===== config.mk =====
export PLATFORM = sky130hd
export DESIGN_NAME = shift_add_mul
export DESIGN_NICKNAME = d
export VERILOG_FILES = /design/src/rtl/shift_add_mul.sv
export SDC_FILE = /design/constraint.sdc
export NUM_CORES = 1
export LEC_CHECK = 0
export CAP_MARGIN = 15
export CELL_PAD_IN_SITES_DETAIL_PLACEMENT = 2
export CELL_PAD_IN_SITES_GLOBAL_PLACEMENT = 2
export CORE_MARGIN = 1
export CORE_UTILIZATION = 34
export DETAILED_ROUTE_END_ITERATION = 12
export GPL_TIMING_DRIVEN = 0
export PLACE_DENSITY_LB_ADDON = 0.1
export SLEW_MARGIN = 30
export SYNTH_ARGS = -nofsm -noshare
export SYNTH_HDL_FRONTEND = slang
export SYNTH_SLANG_ARGS = --single-unit

===== constraint.sdc =====
create_clock -name clk -period 6.4 [get_ports clk]
set_clock_uncertainty 0.15 [all_clocks]
set_input_delay 1.28 -clock clk [delete_from_list [all_inputs] [get_ports clk]]
set_output_delay 1.28 -clock clk [all_outputs]
set_load 0.01 [all_outputs]

===== src/rtl/shift_add_mul.sv =====
// Sequential unsigned shift-add multiplier: one N-bit ripple-carry adder,
// N add/shift steps per product, result latched into p on the last step.

module rca #(
    parameter int N = 4
) (
    input  logic [N-1:0] a,
    input  logic [N-1:0] b,
    input  logic         cin,
    output logic [N-1:0] s,
    output logic         cout
);
    always_comb begin
        logic carry;
        carry = cin;
        s     = '0;
        for (int i = 0; i < N; i++) begin
            s[i]  = a[i] ^ b[i] ^ carry;
            carry = (a[i] & b[i]) | (carry & (a[i] ^ b[i]));
        end
        cout = carry;
    end
endmodule

module shift_add_mul #(
    parameter int N = 4
) (
    input  logic           clk,
    input  logic           rst,
    input  logic           start,
    input  logic [N-1:0]   a,
    input  logic [N-1:0]   b,
    output logic           busy,
    output logic           done,
    output logic [2*N-1:0] p
);
    localparam int CW = $clog2(N);

    typedef enum logic [1:0] {
        IDLE = 2'd0,
        RUN  = 2'd1,
        DONE = 2'd2
    } state_t;

    state_t        state;
    logic [N-1:0]  m;
    logic [N-1:0]  acc;
    logic [N-1:0]  q;
    logic [CW-1:0] cnt;

    logic [N-1:0]  add_s;
    logic          add_c;
    logic [N-1:0]  sel_s;
    logic          sel_c;
    logic [N-1:0]  nxt_acc;
    logic [N-1:0]  nxt_q;

    rca #(.N(N)) u_rca (
        .a    (acc),
        .b    (m),
        .cin  (1'b0),
        .s    (add_s),
        .cout (add_c)
    );

    // Carry lands in the top bit of the accumulator after the right shift.
    always_comb begin
        sel_s   = q[0] ? add_s : acc;
        sel_c   = q[0] ? add_c : 1'b0;
        nxt_acc = {sel_c, sel_s[N-1:1]};
        nxt_q   = {sel_s[0], q[N-1:1]};
    end

    always_ff @(posedge clk) begin
        if (rst) begin
            state <= IDLE;
            m     <= '0;
            acc   <= '0;
            q     <= '0;
            cnt   <= '0;
            p     <= '0;
        end else begin
            case (state)
                IDLE: begin
                    if (start) begin
                        m     <= a;
                        q     <= b;
                        acc   <= '0;
                        cnt   <= '0;
                        state <= RUN;
                    end
                end
                RUN: begin
                    acc <= nxt_acc;
                    q   <= nxt_q;
                    cnt <= cnt + CW'(1);
                    if (cnt == CW'(N - 1)) begin
                        p     <= {nxt_acc, nxt_q};
                        state <= DONE;
                    end
                end
                DONE:    state <= IDLE;
                default: state <= IDLE;
            endcase
        end
    end

    assign busy = (state == RUN);
    assign done = (state == DONE);
endmodule


## Word-level counts from Yosys, hierarchy flattened

Cells that the tools add are included.
Widths: inputs -> output; s select.

| storage, ports and cells | value |
|---|---|
| output and inout port bits | 10 |
| flip-flop bits (word level) | 24 |

| operators by class | value |
|---|---|
| reductions and logical operators | 6 |
| eq/ne operators | 5 |
| add/sub/neg operators | 1 |
| bitwise logic cells | 17 |
| multiplexer cells | 11 |

Operator list:

| operator | number |
|---|---|
| $pmux 4 s2 | 2 |
| $mux 4 | 3 |
| $pmux 2 s2 | 2 |
| $reduce_and 2->1 | 4 |
| $and 1x1->1 | 7 |
| $xor 1x1->1 | 7 |
| $mux 2 | 3 |
| $eq 2x2->1 const B | 2 |
| $or 1x1->1 | 3 |
| $add 2x1->2 const B | 1 |
| $eq 2x1->1 const B | 1 |
| $logic_not 2->1 | 1 |
| $ne 2x1->1 const B | 1 |
| $ne 2x2->1 const B | 1 |
| $reduce_bool 2->1 | 1 |
| $mux 1 | 1 |

## Longest topological paths before layout

| logic depth | value |
|---|---|
| depth in word-level cells | 9 |
| depth in mapped cells | 7 |
| depth with buffers taken out | 7 |

## Modules after synthesis

Synthesis repeated with hierarchy kept, for this count alone.

| unflattened totals | value |
|---|---|
| cells, all modules | 124 |
| area, all modules | 1141.1 µm² |

Modules (own cells, without submodules):

| module | instances | cells each | area an instance (µm²) | seq. area each (µm²) |
|---|---|---|---|---|
| shift_add_mul | 1 | 110 | 1023.5 | 480.5 |
| rca | 1 | 14 | 117.6 | 0.0 |

## Worst setup path before layout

OpenSTA, ideal clock, no wires.

| path | value |
|---|---|
| path type | register to register |
| start point | register m[0] |
| end point | register acc[2] |
| required time | 6122 ps |
| clock period less this slack | 2343 ps |
| path buffers | 0 |
| setup time | 128 ps |
| cell stages (with the launch flop) | 8 |
| slack | 4057 ps |
| arrival | 2066 ps |
| path through | dfxtp_1 ha_1 fa_1 fa_1 fa_1 mux2i_1 a2bb2oi_1 nor2_1 |

| between the ends | value |
|---|---|
| cells in the longest elaborated chain, start to end | 8 |

RTL lines:

| element | line | RTL |
|---|---|---|
| start: declaration | 46 | `logic [N-1:0] m;` |
| start signal: assignment | 77 | `m <= '0;` |
| start signal: assignment | 86 | `m <= a;` |
| $and 1x1->1 (2 in series) | 19 | `carry = (a[i] & b[i]) \| (carry & (a[i] ^ b[i]));` |
| $or 1x1->1 | 19 |  |
| $and 1x1->1 | 19 |  |
| $or 1x1->1 | 19 |  |
| $xor 1x1->1 | 18 | `s[i] = a[i] ^ b[i] ^ carry;` |
| $mux 4 | 68 | `sel_s = q[0] ? add_s : acc;` |
| $pmux 4 s2 | 83 | `case (state)` |
| end signal: assignment | 94 | `acc <= nxt_acc;` |
| end: declaration | 47 | `logic [N-1:0] acc;` |

Every way passes these cells.
A chain may end at the register's enable or synchronous reset.

## Worst setup path after layout

| path | value |
|---|---|
| start point | register state[0] |
| end point | output port busy |

| between the ends | value |
|---|---|
| cells in the longest elaborated chain, start to end | 1 |

RTL lines:

| element | line | RTL |
|---|---|---|
| start: declaration | 45 | `state_t state;` |
| start signal: assignment | 76 | `state <= IDLE;` |
| start signal: assignment | 90 | `state <= RUN;` |
| start signal: assignment | 99 | `state <= DONE;` |
| $eq 2x1->1 | 108 | `assign busy = (state == RUN);` |
| end: declaration | 33 | `output logic busy,` |

Every way passes these cells.

==> summary.md <==
| Metric | Value |
|---|---|
| Final setup fails | `0` |
| CP Class | `register to output port` |
| Die W | `58.91 um` |
| Port buffer count | `20` |
| Clock Sinks | `24` |
| CTS buffer count | `3` |
| Rows | `20` |
| Post-Synth XOR/XNOR Area | `0` |
| CTS tree | `built` |
| Root Buffer | `clkbuf_4` |
| Crit. Startpoint | `state[0]` |
| VDD IR-drop max | `0.00008640 V` |
| Syn nets | `123` |
| Distinct cell type count after synthesis | `29` |
| Sequential fraction of the synthesis area | `0.4364` |
| Synth Cell Area | `1101 um^2` |
| Core Region | `between 3000 and 4000 um^2` |
| Worst-Skew Late Latency | `310 ps` |
| Initial antenna violation count | `0` |
| Largest net degree at the start of global routing | `14` |
| Vias per cell | `4.880` |
| Die area | `3470 um^2` |
| Hold WC Path Type | `register to register` |
| Compound-gate portion of the synthesized area | `0.1750` |
| Initial DRC count | `2` |
| PwrDens | `between 200 and 250 nW/um^2` |
| Mean Syn Cell Area | `10.29 um^2` |
| RSZ-0062 raised after global routing | `false` |
| Share of layout cells above drive strength 1 | `0.1679` |
| CP startpoint kind | `register` |
| Largest family of logic cells by synthesized area | `compound AO/OA/AOI/OAI gates` |
| Clock tree buffer depth | `2` |
| Final hold violations | `0` |
| Pins Over Slew Limit | `0` |
| Slew @ Worst Pin | `532.9 ps` |
| Arr. time, crit path | `between 1500 and 2000 ps` |
| Setup_tns | `0 ps` |
| # DRC | `0` |
| Rel. slew slack | `0.6447` |
| Min-delay src | `p[2]` |
| Total Nets Final | `between 100 and 150` |
| Simple-gate area share of the yosys netlist | `0.1625` |
| Crit path time final | `3116 ps` |
| RR Startpoint | `m[0]` |
| Placed Instance Area | `1356 um^2` |
| Reg2reg setup slack | `3820 ps` |
| Outcome | `finished clean` |
| Finished Cell Area | `approximately 1400 um^2` |
| Vias | `between 800 and 900` |
| Vias in the first global route | `915` |
| Worst-path fanout max | `9` |
| DR WL/cell | `15.56 um` |
| Post-Syn Instances | `107` |
| Initial Util | `0.3607` |
| H-tree Lvls | `1` |
| Mux cell area share after synthesis | `0.08295` |
| Post-synthesis adder-cell area fraction | `0.07727` |
| Post_cts resized | `0` |
| Post-synth EDFFs | `0` |
| # diodes | `0` |
| DPL Wire Length | `2099 um` |
| Synth warn | `0` |
| Layout Utilization | `0.4561` |
| Crit end category | `output port` |
| Prevailing post-synth register cell | `dfxtp_1` |
| RD Place Congestion | `0.6896` |
| Setup Buffers After CTS | `0` |
| Register bit count reported by yosys | `24` |
| Maxcap violations | `0` |
| Max Fclk | `0.3209 GHz` |
| First-pass GRT wire length | `4540 um` |
| TritonRoute pass-1 iters | `2` |
| Area Overhead vs Synth | `26.48%` |
| Die height | `58.91 um` |
| Final period util | `0.4868` |
| Gr ovfl total | `0` |
| Fraction of registers with async set/reset | `0` |
| Leak Pwr | `0.5274 nW` |
| Num ports | `21` |
| WL final | `2723 um` |
| Overall routing resource usage | `0.1816` |
| Clock slew seen by the registers of the worst setup and hold paths | `roughly 130 ps` |
| Routed Antenna Nets | `0` |
| Post-CTS Hold Fix Bufs | `0` |
| Worst EP required | `around 5000 ps` |
-- final timing paths --
kind / end / cells past startpoint
min: p[2] / 2
min reg2reg: p[2] / 2
max reg2reg: acc[2] / 7
max: busy / 4
-- registers in the layout (all words and copies together), names as in the netlist --
signal,cells
q,4
cnt,2
state,2
m,4
p,8
acc,4
-- cells in the final DEF (no fill, tap or decap), drive strengths merged --
master         count
a211oi             3
a21oi             10
a221oi             3
a22oi              1
a2bb2oi            3
a32oi              1
and2b              1
and3b              1
buf                4
clkbuf             6
clkdlybuf4s50     20
dfxtp             24
fa                 3
ha                 2
inv                5
mux2               1
mux2i              8
nand2             12
nand2b             1
nand3              1
nand3b             2
nor2              16
nor3               1
nor3b              1
o21bai             1
-- kinds of logic (layout without fill, tap and decap cells) --
kind of cell,Yosys count,in the layout
muxes,9,9
AOI/OAI and AO/OA,22,22
adders and majority gates,5,5
buffers and inverters,11,35
and+or+nand+nor,36,36
DFF,24,24
-- routing by layer --
layer  track usage  wire length, um  vias up
met4       0.07823               25        0
met2        0.3393             1477       11
met5             0                0        -
li1              -                -      415
met3       0.01978               55        2
met1        0.2068             1165      426
-- per-stage QoR --
stage | setup slack (ps) | hold WS, ps | cells | power [mW]
floorplan | 4057 | 307.0 | 107 | 0.1884
global placement | 3578 | 294.6 | 171 | 0.2026
detailed placement | 3545 | 313.8 | 171 | 0.2048
CTS | 3261 | 332.7 | 175 | 0.2860
global route | 3170 | 348.1 | 175 | 0.2946
finish | 3284 | 326.2 | 175 | 0.2807
-- Yosys cell counts, drive strengths merged, types with 2 or more instances --
| library cell | n | area (um^2) |
|---|---|---|
| nor2 | 16 | 67.57 |
| nand2 | 12 | 45.04 |
| dfxtp | 24 | 480.5 |
| nand3b | 2 | 15.01 |
| mux2i | 8 | 80.08 |
| a21oi | 10 | 61.31 |
| a2bb2oi | 3 | 26.28 |
| ha | 2 | 25.02 |
| inv | 5 | 26.27 |
| a211oi | 3 | 32.53 |
| clkbuf | 2 | 7.510 |
| buf | 4 | 38.78 |
| fa | 3 | 60.06 |
| a221oi | 3 | 45.04 |
-- critical path, cell delays in order (launching register included) --
cell and delay (ps):
dfxtp_1 490, nand2b_1 110, buf_6 160, inv_8 90, clkdlybuf4s50_1 530
-- cell type report --
cell class	instances	area [um^2]
fillers	340	1660
multi-input cells	72	548.0
flip-flops and latches	24	480.5
repair buffers	20	200.2
well taps	44	55.05
plain buffers	6	46.29
clock buffers	4	36.28
inverters	5	26.28
-- report_power, final --
| group | internal [mW] | switching [mW] |
|---|---|---|
| clock network | 0.0347 | 0.0459 |
| registers | 0.155 | 0.00469 |
| logic | 0.0201 | 0.0207 |
| total | 0.209 | 0.0712 |
Note: power is estimated with default switching activity, not from simulation.
